[src/rtl/bram_frame_reader.sv]
// bram_frame_reader: raster-scans one frame out of a 24-bit RGB BRAM and emits a
// valid/ready pixel stream carrying raw RGB, luma and sof/eol/eof markers.
module bram_frame_reader #(
  parameter int ADDR_W = 18,
  parameter int DATA_W = 24,
  parameter int IMG_W  = 50,
  parameter int IMG_H  = 50,
  parameter int RD_LAT = 1
) (
  input  logic              clka,
  input  logic              rsta,
  input  logic              start,
  output logic              busy,
  output logic              done,
  output logic              bram_ena,
  output logic              bram_wea,
  output logic [ADDR_W-1:0] bram_addra,
  input  logic [DATA_W-1:0] bram_douta,
  output logic              m_valid,
  input  logic              m_ready,
  output logic [DATA_W-1:0] m_data,
  output logic [7:0]        m_gray,
  output logic              m_sof,
  output logic              m_eol,
  output logic              m_eof
);

  localparam int DEPTH = RD_LAT + 2;
  localparam int PTR_W = $clog2(DEPTH);
  localparam int CNT_W = $clog2(DEPTH + 1);
  localparam int COL_W = $clog2(IMG_W + 1);
  localparam int ROW_W = $clog2(IMG_H + 1);
  localparam int ENT_W = DATA_W + 3;
  localparam logic [ADDR_W-1:0] LAST_ADDR = ADDR_W'(IMG_W * IMG_H - 1);

  typedef enum logic [1:0] {
    S_IDLE  = 2'd0,
    S_RUN   = 2'd1,
    S_DRAIN = 2'd2,
    S_DONE  = 2'd3
  } state_t;

  state_t                state_q, state_d;
  logic                  ena_q, ena_d;
  logic [ADDR_W-1:0]     addr_q, addr_d;
  logic [COL_W-1:0]      col_q, col_d;
  logic [ROW_W-1:0]      row_q, row_d;
  logic [RD_LAT-1:0]     vld_q, vld_d;
  logic [3*RD_LAT-1:0]   flg_q, flg_d;
  logic [ENT_W-1:0]      fifo_q [DEPTH];
  logic [ENT_W-1:0]      fifo_d [DEPTH];
  logic [PTR_W-1:0]      wp_q, wp_d, rp_q, rp_d;
  logic [CNT_W-1:0]      cnt_q, cnt_d;

  logic [2:0]            iss_flg_s;
  logic                  wr_s, rd_s, credit_s;
  logic [7:0]            occ_s;
  logic [ENT_W-1:0]      head_s;

  function automatic logic [7:0] luma(input logic [7:0] r, input logic [7:0] g,
                                      input logic [7:0] b);
    logic [15:0] sum;
    sum = 16'd77 * {8'd0, r} + 16'd150 * {8'd0, g} + 16'd29 * {8'd0, b};
    return sum[15:8];
  endfunction

  function automatic logic [PTR_W-1:0] ptr_inc(input logic [PTR_W-1:0] p);
    if (p == PTR_W'(DEPTH - 1)) begin
      return {PTR_W{1'b0}};
    end else begin
      return p + PTR_W'(1);
    end
  endfunction

  // Read pipeline tracking and show-ahead FIFO bookkeeping.
  always_comb begin
    iss_flg_s[0] = (col_q == {COL_W{1'b0}}) && (row_q == {ROW_W{1'b0}});
    iss_flg_s[1] = (col_q == COL_W'(IMG_W - 1));
    iss_flg_s[2] = iss_flg_s[1] && (row_q == ROW_W'(IMG_H - 1));
    vld_d = RD_LAT'({vld_q, ena_q});
    flg_d = (3 * RD_LAT)'({flg_q, iss_flg_s});

    wr_s   = vld_q[RD_LAT-1];
    rd_s   = (cnt_q != {CNT_W{1'b0}}) && m_ready;
    head_s = fifo_q[rp_q];
    fifo_d = fifo_q;
    if (wr_s) begin
      fifo_d[wp_q] = {flg_q[3*RD_LAT-1 -: 3], bram_douta};
    end else begin
      fifo_d[wp_q] = fifo_q[wp_q];
    end
    wp_d = wr_s ? ptr_inc(wp_q) : wp_q;
    rp_d = rd_s ? ptr_inc(rp_q) : rp_q;
    case ({wr_s, rd_s})
      2'b10:   cnt_d = cnt_q + CNT_W'(1);
      2'b01:   cnt_d = cnt_q - CNT_W'(1);
      default: cnt_d = cnt_q;
    endcase

    // Count what will occupy the FIFO if downstream stalls forever from now on.
    occ_s    = 8'(cnt_q) + 8'($countones(vld_q)) + 8'(ena_q) - 8'(rd_s);
    credit_s = (occ_s < 8'(DEPTH));
  end

  // Frame FSM and address/column/row generation.
  always_comb begin
    state_d = state_q;
    ena_d   = 1'b0;
    addr_d  = addr_q;
    col_d   = col_q;
    row_d   = row_q;
    if (ena_q) begin
      addr_d = addr_q + ADDR_W'(1);
      if (iss_flg_s[1]) begin
        col_d = {COL_W{1'b0}};
        row_d = row_q + ROW_W'(1);
      end else begin
        col_d = col_q + COL_W'(1);
      end
    end else begin
      addr_d = addr_q;
    end
    case (state_q)
      S_IDLE: begin
        if (start) begin
          state_d = S_RUN;
          ena_d   = 1'b1;
          addr_d  = {ADDR_W{1'b0}};
          col_d   = {COL_W{1'b0}};
          row_d   = {ROW_W{1'b0}};
        end else begin
          state_d = S_IDLE;
        end
      end
      S_RUN: begin
        if (ena_q && (addr_q == LAST_ADDR)) begin
          state_d = S_DRAIN;
        end else begin
          ena_d = credit_s;
        end
      end
      S_DRAIN: begin
        if (rd_s && head_s[ENT_W-1]) begin
          state_d = S_DONE;
        end else begin
          state_d = S_DRAIN;
        end
      end
      S_DONE:  state_d = S_IDLE;
      default: state_d = S_IDLE;
    endcase
  end

  // Control and pipeline state; reset also discards reads still in flight.
  always_ff @(posedge clka) begin
    if (rsta) begin
      state_q <= S_IDLE;
      ena_q   <= 1'b0;
      addr_q  <= {ADDR_W{1'b0}};
      col_q   <= {COL_W{1'b0}};
      row_q   <= {ROW_W{1'b0}};
      vld_q   <= {RD_LAT{1'b0}};
      flg_q   <= {(3 * RD_LAT){1'b0}};
      wp_q    <= {PTR_W{1'b0}};
      rp_q    <= {PTR_W{1'b0}};
      cnt_q   <= {CNT_W{1'b0}};
    end else begin
      state_q <= state_d;
      ena_q   <= ena_d;
      addr_q  <= addr_d;
      col_q   <= col_d;
      row_q   <= row_d;
      vld_q   <= vld_d;
      flg_q   <= flg_d;
      wp_q    <= wp_d;
      rp_q    <= rp_d;
      cnt_q   <= cnt_d;
    end
  end

  // FIFO payload storage; emptiness is tracked by cnt_q, so no reset needed.
  always_ff @(posedge clka) begin
    fifo_q <= fifo_d;
  end

  assign busy       = (state_q == S_RUN) || (state_q == S_DRAIN);
  assign done       = (state_q == S_DONE);
  assign bram_ena   = ena_q;
  assign bram_wea   = 1'b0;
  assign bram_addra = addr_q;
  assign m_valid    = (cnt_q != {CNT_W{1'b0}});
  assign m_data     = head_s[DATA_W-1:0];
  assign m_sof      = m_valid & head_s[DATA_W];
  assign m_eol      = m_valid & head_s[DATA_W+1];
  assign m_eof      = m_valid & head_s[DATA_W+2];
  assign m_gray     = luma(m_data[DATA_W-1 -: 8], m_data[DATA_W-9 -: 8], m_data[7:0]);

endmodule

[config.mk]
export PLATFORM = sky130hd
export DESIGN_NAME = bram_frame_reader
export DESIGN_NICKNAME = d
export VERILOG_FILES = /design/src/rtl/bram_frame_reader.sv
export SDC_FILE = /design/constraint.sdc
export NUM_CORES = 1
export LEC_CHECK = 0
export CAP_MARGIN = 20
export CORE_UTILIZATION = 50
export CTS_BUF_LIST = sky130_fd_sc_hd__clkbuf_16
export DETAILED_ROUTE_END_ITERATION = 10
export GPL_ROUTABILITY_DRIVEN = 0
export GPL_TIMING_DRIVEN = 0
export HOLD_SLACK_MARGIN = 0.05
export MAX_ROUTING_LAYER = met4
export PLACE_DENSITY = 0.71
export SLEW_MARGIN = 0
export SYNTH_ARGS = -nofsm -noshare
export SYNTH_HDL_FRONTEND = slang
export SYNTH_SLANG_ARGS = --single-unit
[constraint.sdc]
create_clock -name clka -period 17 [get_ports clka]
set_clock_uncertainty 0.05 [all_clocks]
set_input_delay 3.4 -clock clka [delete_from_list [all_inputs] [get_ports clka]]
set_output_delay 3.4 -clock clka [all_outputs]
set_load 0.01 [all_outputs]
==> results.md <==
* Status: finished, final reports clean
* Core Region at 18000 um2
* Post-route ant nets at 0
* Clk_lat worst skew at 410 ps
* Critical Path Start Type: register
* Commonest cells after routing, fill and taps aside: nor2_1, inv_1, ha_1, clkdlybuf4s50_1, edfxtp_1
* CP max FO at 10
* Fin. Hold Viols at 0
* Hold Crit Depth at 2
* Total Routing Usage GR at 0.246
* Die area at 19000 um2
* Detailed-route via count at 6989
* Slew @ Worst Pin at 1050 ps
* Min-Delay Path Class: register to register
* Worst setup EP type: output port
* Netlist cell types at 51
* Initial DRT Pass Iterations at 5
* Vias in the first global route at 6862
* Fillcell total at 1537
* Cts bufs inserted at 17
* Setup Fix Bufs, Post-CTS at 0
* Period utilization at 0.737
* Max-slew headroom at 0.290
* Final net count at 1231
* Asr flop ratio synth at 0
* DRC violation count after routing at 0
* # diodes at 0
* Period minus WS final at 12530 ps
* Synth Register Bits at 124
* Largest net degree at the start of global routing at 37
* Register area at 3290 um2
* Site Rows at 49
* WL final at 21400 um
* Final setup vio count at 0
* I/O pin cnt at 86
* Worst EP required at 13550 ps
* Area contributors post-synth: edfxtp_1, ha_1, fa_1, dfxtp_1, mux2i_1
* Clock tree sinks at 124
* H-tree depth at 4
* Cell depth of the worst flop-to-flop path at 10
* DIE HEIGHT at 138 um
* Post-synth top area share at 0.264
* Synth-to-layout area growth at 19.3%
* CTS Root Cell: clkbuf_16
* Port Buffer Count at 84
* Initial Util at 0.512
* DR vias/cell at 5.42
* Main synth FF type: edfxtp_1
* First-pass GRT wire length at 34000 um
* Fraction of final layout cells sized beyond drive strength 1 at 0.0519
* Max Cap Viol at 0
* Worst-path clk slew at 50 ps
* Slowest-stage cell, CP: clkbuf_1
* DR WL/cell at 16.6 um
* Post_cts resized at 0
* Initial antenna violation count at 0
* RSZ-0062 raised after global routing: no
* Post-route setup TNS at 0 ps
* Avg Inst Size Synth at 9.84 um2
* Maximum clock rate at 79.8 MHz
* Synthesized cell area at 9220 um2
* Commonest non-fill, non-tap cell in the layout: nor2_1
* Max-slew violation count at 0
* Max stage delay on crit path at 570 ps
* Number of DRC markers in iteration 0 at 418
* CTS tree: yes
* Cell count after synthesis at 937
* Number of enable flip-flop cells after synthesis at 81
* Syn Nets at 1121
* Post-detail-place hpwl at 15800 um
* # hold bufs at CTS at 0
* Arr. time, crit path at 9080 ps
* Register area share after synthesis at 0.357
* Total global routing overflow at 0
* Multi-input gate area at 5340 um2
* CTS max path bufs at 2
* Yosys warning count at 0
* Crit Path Class: register to output port
* Largest area contributor in the netlist: edfxtp_1
* Die Wd at 138 um
[sequential cells by signal, indices dropped and copies added, names as in the netlist]
| name | count |
|---|---|
| state_q | 2 |
| cnt_q | 2 |
| rp_q | 2 |
| vld_q | 1 |
| row_q | 6 |
| fifo_q | 81 |
| flg_q | 3 |
| wp_q | 2 |
| bram_ena | 1 |
| col_q | 6 |
| bram_addra | 18 |
[layout make-up]
class | instances | area share
Buffer | 39 | 0.0155
Clock inverter | 11 | 0.00409
Tap cell | 229 | 0.0260
Timing Repair Buffer | 91 | 0.0837
Inverter | 111 | 0.0379
Clock buffer | 21 | 0.0478
Multi-Input combinational cell | 663 | 0.486
Sequential cell | 124 | 0.299
[cells in the mapped netlist, drive strengths merged (3+ instances only)]
cell type,number
nand2b,5
a21oi,26
nand4,12
fa,57
nand3,13
or2,4
and2,3
and3,7
o21ai,48
mux2i,56
xor2,28
xnor2,18
a211oi,3
o21bai,5
nor3,7
nand2,70
buf,13
edfxtp,81
clkbuf,26
o211ai,29
nor2,149
inv,111
dfxtp,43
ha,99
[final timing paths]
kind | from | endpoint | slack [ps]
worst min register to register | col_q[1] | col_q[1] | 460
worst max register to register | vld_q | bram_ena | 13580
worst max-delay path | rp_q[1] | m_gray[5] | 4470
worst min-delay path | col_q[1] | col_q[1] | 460
[worst max-delay path: cells and delay by family (launching register included)]
family / cells / cell delay [ps]
simple gates: 3 / 500
flops: 1 / 410
xor+xnor: 2 / 320
compound gates: 6 / 1510
buf+inv: 7 / 1720
fa+ha+maj: 10 / 4180
[through the flow]
stage,instances,setup WS (ps),hold slack [ps],utilization,instance area [um2]
2_1_floorplan,937,6230,412,-,9220
3_3_place_gp,1250,5060,436,0.574,10300
3_5_place_dp,1256,4910,446,0.578,10400
4_1_cts,1288,4460,454,0.610,11000
5_1_grt,1289,4000,491,0.610,11000
6_report,1289,4470,456,0.610,11000
[layer usage]
layer / routed length [um] / track usage / vias up
met4: 267 / 0.0616 / 0
met5: 0 / - / -
met2: 10800 / 0.421 / 203
met1: 9180 / 0.307 / 3381
met3: 1210 / 0.0331 / 26
li1: - / - / 3379
[logic make-up after synthesis]
family	synth area share
AND/OR/NAND/NOR	0.130
AO/OA/AOI/OAI	0.0861
flip-flops	0.357
buffers and inverters	0.0636
other	0.000407
multiplexers	0.0608
XOR/XNOR	0.0437
adder cells (fa/ha/maj)	0.258
Power is not shown: default switching activity piles up to over one toggle a cycle in this logic, so the estimate is an artifact.
